## src/rtl/i2s_rx_10xe.sv

```systemverilog
// I2S receiver: synchronises an external I2S bus onto m_axis_aud_aclk and streams samples over AXI-stream.
// Optional macro I2S_RX_LJ_MODE_EN adds cfg_lj for left-justified reception.
module i2s_rx_10xe #(
    parameter int FIFO_DEPTH = 4
) (
    input  logic        m_axis_aud_aclk,
    input  logic        m_axis_aud_aresetn,
    input  logic        sclk_in,
    input  logic        lrclk_in,
    input  logic        sdata_in,
    input  logic        cfg_en,
    input  logic        cfg_w24,
`ifdef I2S_RX_LJ_MODE_EN
    input  logic        cfg_lj,
`endif
    output logic [31:0] m_axis_aud_tdata,
    output logic        m_axis_aud_tid,
    output logic        m_axis_aud_tvalid,
    input  logic        m_axis_aud_tready,
    output logic        ovf_o,
    output logic        ferr_o,
    input  logic        err_clr
);

    localparam int AW = (FIFO_DEPTH > 1) ? $clog2(FIFO_DEPTH) : 1;

    typedef enum logic [1:0] {IDLE, ALIGN, SHIFT, WAIT} state_t;

    logic        sclk_s1_q, sclk_s2_q, sclk_dly_q;
    logic        lr_s1_q, lr_s2_q, sd_s1_q, sd_s2_q;
    logic        lr_prev_q, lr_vld_q;
    state_t      state_q, state_d;
    logic [4:0]  cnt_q, cnt_d;
    logic        ch_q, ch_d;
    logic        w24_q, w24_d;
    logic [23:0] sh_q, sh_d;
    logic        push_q, push_d;
    logic        ferr_set;
    logic        ferr_q, ovf_q;
    logic        lj;
    logic        sclk_rise, lr_chg;
    logic [31:0] push_word;

    logic [32:0]  mem_q [FIFO_DEPTH];
    logic [AW:0]  wr_ptr_q, rd_ptr_q;
    logic         fifo_full, fifo_empty, pop, wr_en, ovf_set;

`ifdef I2S_RX_LJ_MODE_EN
    assign lj = cfg_lj;
`else
    assign lj = 1'b0;
`endif

    assign sclk_rise = sclk_s2_q & ~sclk_dly_q;
    // The first edge after reset only seeds lr_prev_q, so capture waits for a real word boundary.
    assign lr_chg    = sclk_rise & lr_vld_q & (lr_s2_q != lr_prev_q);

    always_comb begin
        state_d  = state_q;
        cnt_d    = cnt_q;
        ch_d     = ch_q;
        w24_d    = w24_q;
        sh_d     = sh_q;
        push_d   = 1'b0;
        ferr_set = 1'b0;
        if (!cfg_en) begin
            state_d = IDLE;
        end else begin
            case (state_q)
                IDLE: state_d = ALIGN;
                default: begin
                    if (lr_chg) begin
                        ferr_set = (state_q == SHIFT);
                        state_d  = SHIFT;
                        ch_d     = lj ? ~lr_s2_q : lr_s2_q;
                        w24_d    = cfg_w24;
                        if (lj) begin
                            // Left-justified: the MSB arrives on the boundary edge itself.
                            sh_d  = {sh_q[22:0], sd_s2_q};
                            cnt_d = cfg_w24 ? 5'd23 : 5'd15;
                        end else begin
                            cnt_d = cfg_w24 ? 5'd24 : 5'd16;
                        end
                    end else if (sclk_rise && state_q == SHIFT) begin
                        sh_d  = {sh_q[22:0], sd_s2_q};
                        cnt_d = cnt_q - 5'd1;
                        if (cnt_q == 5'd1) begin
                            state_d = WAIT;
                            push_d  = 1'b1;
                        end
                    end
                end
            endcase
        end
    end

    always_ff @(posedge m_axis_aud_aclk) begin
        if (!m_axis_aud_aresetn) begin
            sclk_s1_q  <= 1'b0;
            sclk_s2_q  <= 1'b0;
            sclk_dly_q <= 1'b0;
            lr_s1_q    <= 1'b0;
            lr_s2_q    <= 1'b0;
            sd_s1_q    <= 1'b0;
            sd_s2_q    <= 1'b0;
            lr_prev_q  <= 1'b0;
            lr_vld_q   <= 1'b0;
            state_q    <= IDLE;
            cnt_q      <= '0;
            ch_q       <= 1'b0;
            w24_q      <= 1'b0;
            sh_q       <= '0;
            push_q     <= 1'b0;
        end else begin
            sclk_s1_q  <= sclk_in;
            sclk_s2_q  <= sclk_s1_q;
            sclk_dly_q <= sclk_s2_q;
            lr_s1_q    <= lrclk_in;
            lr_s2_q    <= lr_s1_q;
            sd_s1_q    <= sdata_in;
            sd_s2_q    <= sd_s1_q;
            if (sclk_rise) begin
                lr_prev_q <= lr_s2_q;
                lr_vld_q  <= 1'b1;
            end
            state_q <= state_d;
            cnt_q   <= cnt_d;
            ch_q    <= ch_d;
            w24_q   <= w24_d;
            sh_q    <= sh_d;
            push_q  <= push_d;
        end
    end

    assign push_word = w24_q ? {{8{sh_q[23]}}, sh_q} : {{16{sh_q[15]}}, sh_q[15:0]};

    assign fifo_empty = (wr_ptr_q == rd_ptr_q);
    assign fifo_full  = (wr_ptr_q[AW] != rd_ptr_q[AW]) &&
                        (wr_ptr_q[AW-1:0] == rd_ptr_q[AW-1:0]);
    assign pop        = m_axis_aud_tvalid & m_axis_aud_tready;
    assign wr_en      = push_q & cfg_en & (~fifo_full | pop);
    assign ovf_set    = push_q & cfg_en & fifo_full & ~pop;

    always_ff @(posedge m_axis_aud_aclk) begin
        if (wr_en) begin
            mem_q[wr_ptr_q[AW-1:0]] <= {ch_q, push_word};
        end
    end

    always_ff @(posedge m_axis_aud_aclk) begin
        if (!m_axis_aud_aresetn || !cfg_en) begin
            wr_ptr_q <= '0;
            rd_ptr_q <= '0;
        end else begin
            if (wr_en) wr_ptr_q <= wr_ptr_q + 1'b1;
            if (pop)   rd_ptr_q <= rd_ptr_q + 1'b1;
        end
    end

    // Sticky flags; a clear request wins over a same-cycle set.
    always_ff @(posedge m_axis_aud_aclk) begin
        if (!m_axis_aud_aresetn) begin
            ferr_q <= 1'b0;
            ovf_q  <= 1'b0;
        end else begin
            if (err_clr)       ferr_q <= 1'b0;
            else if (ferr_set) ferr_q <= 1'b1;
            if (err_clr)       ovf_q  <= 1'b0;
            else if (ovf_set)  ovf_q  <= 1'b1;
        end
    end

    assign m_axis_aud_tvalid = ~fifo_empty;
    assign {m_axis_aud_tid, m_axis_aud_tdata} = fifo_empty ? 33'd0 : mem_q[rd_ptr_q[AW-1:0]];
    assign ovf_o  = ovf_q;
    assign ferr_o = ferr_q;

endmodule

```

## config.mk

```make
export PLATFORM = sky130hd
export DESIGN_NAME = i2s_rx_10xe
export DESIGN_NICKNAME = d
export VERILOG_FILES = /design/src/rtl/i2s_rx_10xe.sv
export SDC_FILE = /design/constraint.sdc
export NUM_CORES = 1
export LEC_CHECK = 0
export CORE_MARGIN = 3
export CORE_UTILIZATION = 52
export DETAILED_ROUTE_END_ITERATION = 12
export MAX_ROUTING_LAYER = met4
export PLACE_DENSITY = 0.81
export SYNTH_ARGS = -nofsm -noshare
export SYNTH_HDL_FRONTEND = slang
export SYNTH_SLANG_ARGS = --single-unit
```

## constraint.sdc

```tcl
create_clock -name m_axis_aud_aclk -period 2.1 [get_ports m_axis_aud_aclk]
set_input_delay 0.42 -clock m_axis_aud_aclk [delete_from_list [all_inputs] [get_ports m_axis_aud_aclk]]
set_output_delay 0.42 -clock m_axis_aud_aclk [all_outputs]
set_load 0.01 [all_outputs]
```

==> summary.txt <==
=================================================================================
Post-synthesis cell count                                                     397
Classification of the worst-slack hold path                            reg -> reg
Wire length of the first global-routing pass                              18.8 mm
Clock period minus worst slack                                            2240 ps
Met1 global-route usage                                                     0.231
Yosys warns                                                                     0
Internal                                                                  4.94 mW
Post-layout instance area                                            0.00754 sq mm
Max_cap viols                                                                   0
DP Area                                                              0.00684 sq mm
Portion of synthesized cell area occupied by the leading cell type          0.499
Failing checks                                                       setup timing
Post-synth top cells                                                 100 x sky130_fd_sc_hd__edfxtp_1, 53 x sky130_fd_sc_hd__dfxtp_1, 41 x sky130_fd_sc_hd__nor2_1
Relative contribution of combinational cells to total power                 0.009
Total number of vias                                                         3411
Setup TNS after final layout                                             -2230 ps
Final wirelength                                                          11.3 mm
Fraction of final layout cells with drive strength greater than 1           0.300
Vias in the first global route                                               3626
CTS H-Tree Depth                                                                4
Initial cell density of the core                                            0.544
Post-synth EDFFs                                                              100
Endpoint of the most critical setup path                             m_axis_aud_tdata[2]
Average cell area after synthesis                                      15.2 sq um
Run status                                                           finished with violations
Arrival time worst endpoint                                               1820 ps
Vertical die dimension                                                     114 um
Diodes inserted                                                                 0
Die width                                                                  114 um
Kind of capture point of the worst setup path                          output pin
Detailed Route Iter0 Violations                                               282
Routed wirelength normalized by instance count                            18.2 um
Worst relative slew slack                                                   0.673
Final setup skew                                                          8.75 ps
Setup repair after global routing missed its margin                           yes
Ratio of routed vias to standard cells                                       5.48
Met2 track demand over resource in global routing                           0.337
Number of nets with antenna violations after routing                            0
Cell types occupying the most area after synthesis                   sky130_fd_sc_hd__edfxtp_1 50%, sky130_fd_sc_hd__dfxtp_1 18%, sky130_fd_sc_hd__mux4_2 9.3%
Layer carrying the most global-route usage                                   met2
Largest vdd supply drop                                                  0.636 mV
Core outline area                                                    0.0111 sq mm
Worst R2R End                                                        mem_q[1][19]$_DFFE_PP_
Ratio of final minimum period to clock period                                1.07
Category of the critical setup timing path                             reg -> out
Final worst slack                                                         -138 ps
Net total in the final layout                                                 486
Die Area                                                             0.0129 sq mm
Number of storage elements in the synthesis netlist                           153
First-pass detailed-route iteration total                                       4
Sequential cell fraction of total power                                     0.518
Final RePlAce weighted congestion                                           0.766
Final hold violation count                                                      0
IO Pins                                                                        45
Gr ovfl total                                                                   0
Port Buf Inserts                                                               44
Power Total                                                               6.14 mW
Total Routing Usage GR                                                      0.200
Synthesis-to-layout area growth                                             25.2%
Total leakage power                                                       2.92 nW
Max-slew violation count                                                        0
Biggest area consumer among synthesized cells                        sky130_fd_sc_hd__edfxtp_1
Most numerous cell in the Yosys netlist                              sky130_fd_sc_hd__edfxtp_1
Sequential element share of the synthesized area                            0.675
Highest net fanout along the worst path                                         6
Transition at the pin with the smallest max-transition slack               490 ps
Largest net degree at the start of global routing                              32
P per Cell Area                                                       815 mW/mm^2
Number of buffers created by CTS                                               17
Sw Share                                                                    0.196
Most used DFF post-synth                                             sky130_fd_sc_hd__edfxtp_1
Number of DRC violations after detailed routing                                 0
Fraction of registers with async set or reset after synthesis                   0
Clock tree buffer depth                                                         2
Final Setup Violations                                                         33
Required time of the worst setup path                                     1680 ps
Slack of the worst reg-to-reg path                                         350 ps
TritonCTS clock tree                                                          yes
Clock latency reported for the late side of the worst-skew pair            410 ps
Reg2Reg Depth                                                                   6
Number of antenna violations at the first check in global routing               0
Distinct cell type count of the synthesized netlist                            39
Hold WS                                                                    428 ps
Detailed-placement wirelength estimate                                    6.97 mm
GR met3 Demand/Resource                                                    0.0499
Cell Area, Synth                                                     0.00602 sq mm
Startpoint type of the worst setup path                                      flop
Reg-to-Reg Start                                                     rd_ptr_q[2]$_SDFFE_PN0N_
CTS clock-pin slew for the worst setup and hold paths                       60 ps
Highest attainable clock frequency                                        447 MHz
CTS sink count                                                                153
Standard-cell rows                                                             38
Part of the total power dissipated in the clock network                     0.473
Sw power                                                                  1.21 mW
Worst setup timing slack at the placement stage                           -173 ps
Root buffer cell                                                     sky130_fd_sc_hd__clkbuf_16
Total nets after synthesis                                                    413
Total of hold buffers inserted after clock tree synthesis                       0
=================================================================================
## through the flow
step | std cells | util
floorplan | 397 | -
global placement | 584 | 0.617
detailed placement | 584 | 0.617
CTS | 626 | 0.676
global route | 623 | 0.680
finish | 623 | 0.680
## power by group through the flow
stage	Sequential (mW)	Combinational [mW]	Clock, mW
after CTS	3.18	0.0569	2.95
after detailed placement	3.25	0.0568	0
after global routing	3.18	0.0623	3.09
final	3.18	0.0563	2.91
after floorplan	3.24	0.0281	0
after global placement	3.25	0.0543	0
## how the worst min path moves through the flow
stage / from / endpoint / slack, ps / cells after the start
after global routing: lr_s1_q$_SDFF_PN0_ / lr_s2_q$_SDFF_PN0_ / 440 / 1
after floorplan: lr_s1_q$_SDFF_PN0_ / lr_s2_q$_SDFF_PN0_ / 410 / 1
after global placement: sclk_s1_q$_SDFF_PN0_ / sclk_s2_q$_SDFF_PN0_ / 410 / 1
after detailed placement: lr_s1_q$_SDFF_PN0_ / lr_s2_q$_SDFF_PN0_ / 420 / 1
final: lr_s1_q$_SDFF_PN0_ / lr_s2_q$_SDFF_PN0_ / 430 / 1
after CTS: lr_s1_q$_SDFF_PN0_ / lr_s2_q$_SDFF_PN0_ / 430 / 1
## area by class of cell
| type | instances | area (sq um) |
|---|---|---|
| clock inverters | 12 | 115 |
| repair buffers | 79 | 790 |
| clock buffers | 20 | 467 |
| inverters | 8 | 30.0 |
| well taps | 140 | 175 |
| flip-flops and latches | 153 | 4070 |
| fillers | 719 | 3540 |
| multi-input cells | 211 | 1890 |
## repair_timing
| action | CTS | global route |
|---|---|---|
| gates cloned | 3 | 1 |
| buffers inserted | 7 | 0 |
| setup endpoints to repair | 34 | 34 |
| hold endpoints to repair | 0 | 0 |
| gates resized for setup | 157 | 26 |
| pin swaps | 1 | 1 |
## placed cells by master, fill, tap and decap left out, drive strengths merged, types with 10 or more instances in the layout
| cell type | n |
|---|---|
| nand2 | 24 |
| mux2i | 29 |
| dfxtp | 53 |
| mux4 | 25 |
| buf | 67 |
| edfxtp | 100 |
| nor2 | 41 |
| and2 | 11 |
| clkbuf | 22 |
| clkdlybuf4s50 | 10 |
| nor2b | 27 |
| inv | 12 |
## registers in the layout, summed over array words and instances, names as in the netlist, 2 cells and up, named ones only
| signal | flops |
|---|---|
| state_q | 2 |
| wr_ptr_q | 3 |
| cnt_q | 5 |
| sh_q | 24 |
| mem_q | 100 |
| rd_ptr_q | 3 |
## worst max-delay path: stages, from the launching register on
cell and delay (ps):
sky130_fd_sc_hd__dfxtp_4 400, sky130_fd_sc_hd__buf_8 150, sky130_fd_sc_hd__buf_6 100, sky130_fd_sc_hd__mux4_2 500
sky130_fd_sc_hd__nor2b_4 150, sky130_fd_sc_hd__buf_6 110
## per-layer routing
layer / up-vias / wire length [um]
met5: - / 0
met4: 0 / 206
met3: 18 / 512
met2: 105 / 6160
met1: 1699 / 4430
li1: 1589 / -
## kinds of logic (layout without fill, tap and decap cells)
group,Yosys count,in the layout,share of synthesized area
compound gates,20,20,0.0283
simple gates,118,119,0.0954
buf+inv,34,119,0.0293
fa+ha+maj,7,7,0.0145
xor+xnor,11,11,0.0160
flops,153,153,0.675
mux,54,54,0.142
Note: power is estimated with default switching activity, not from simulation.
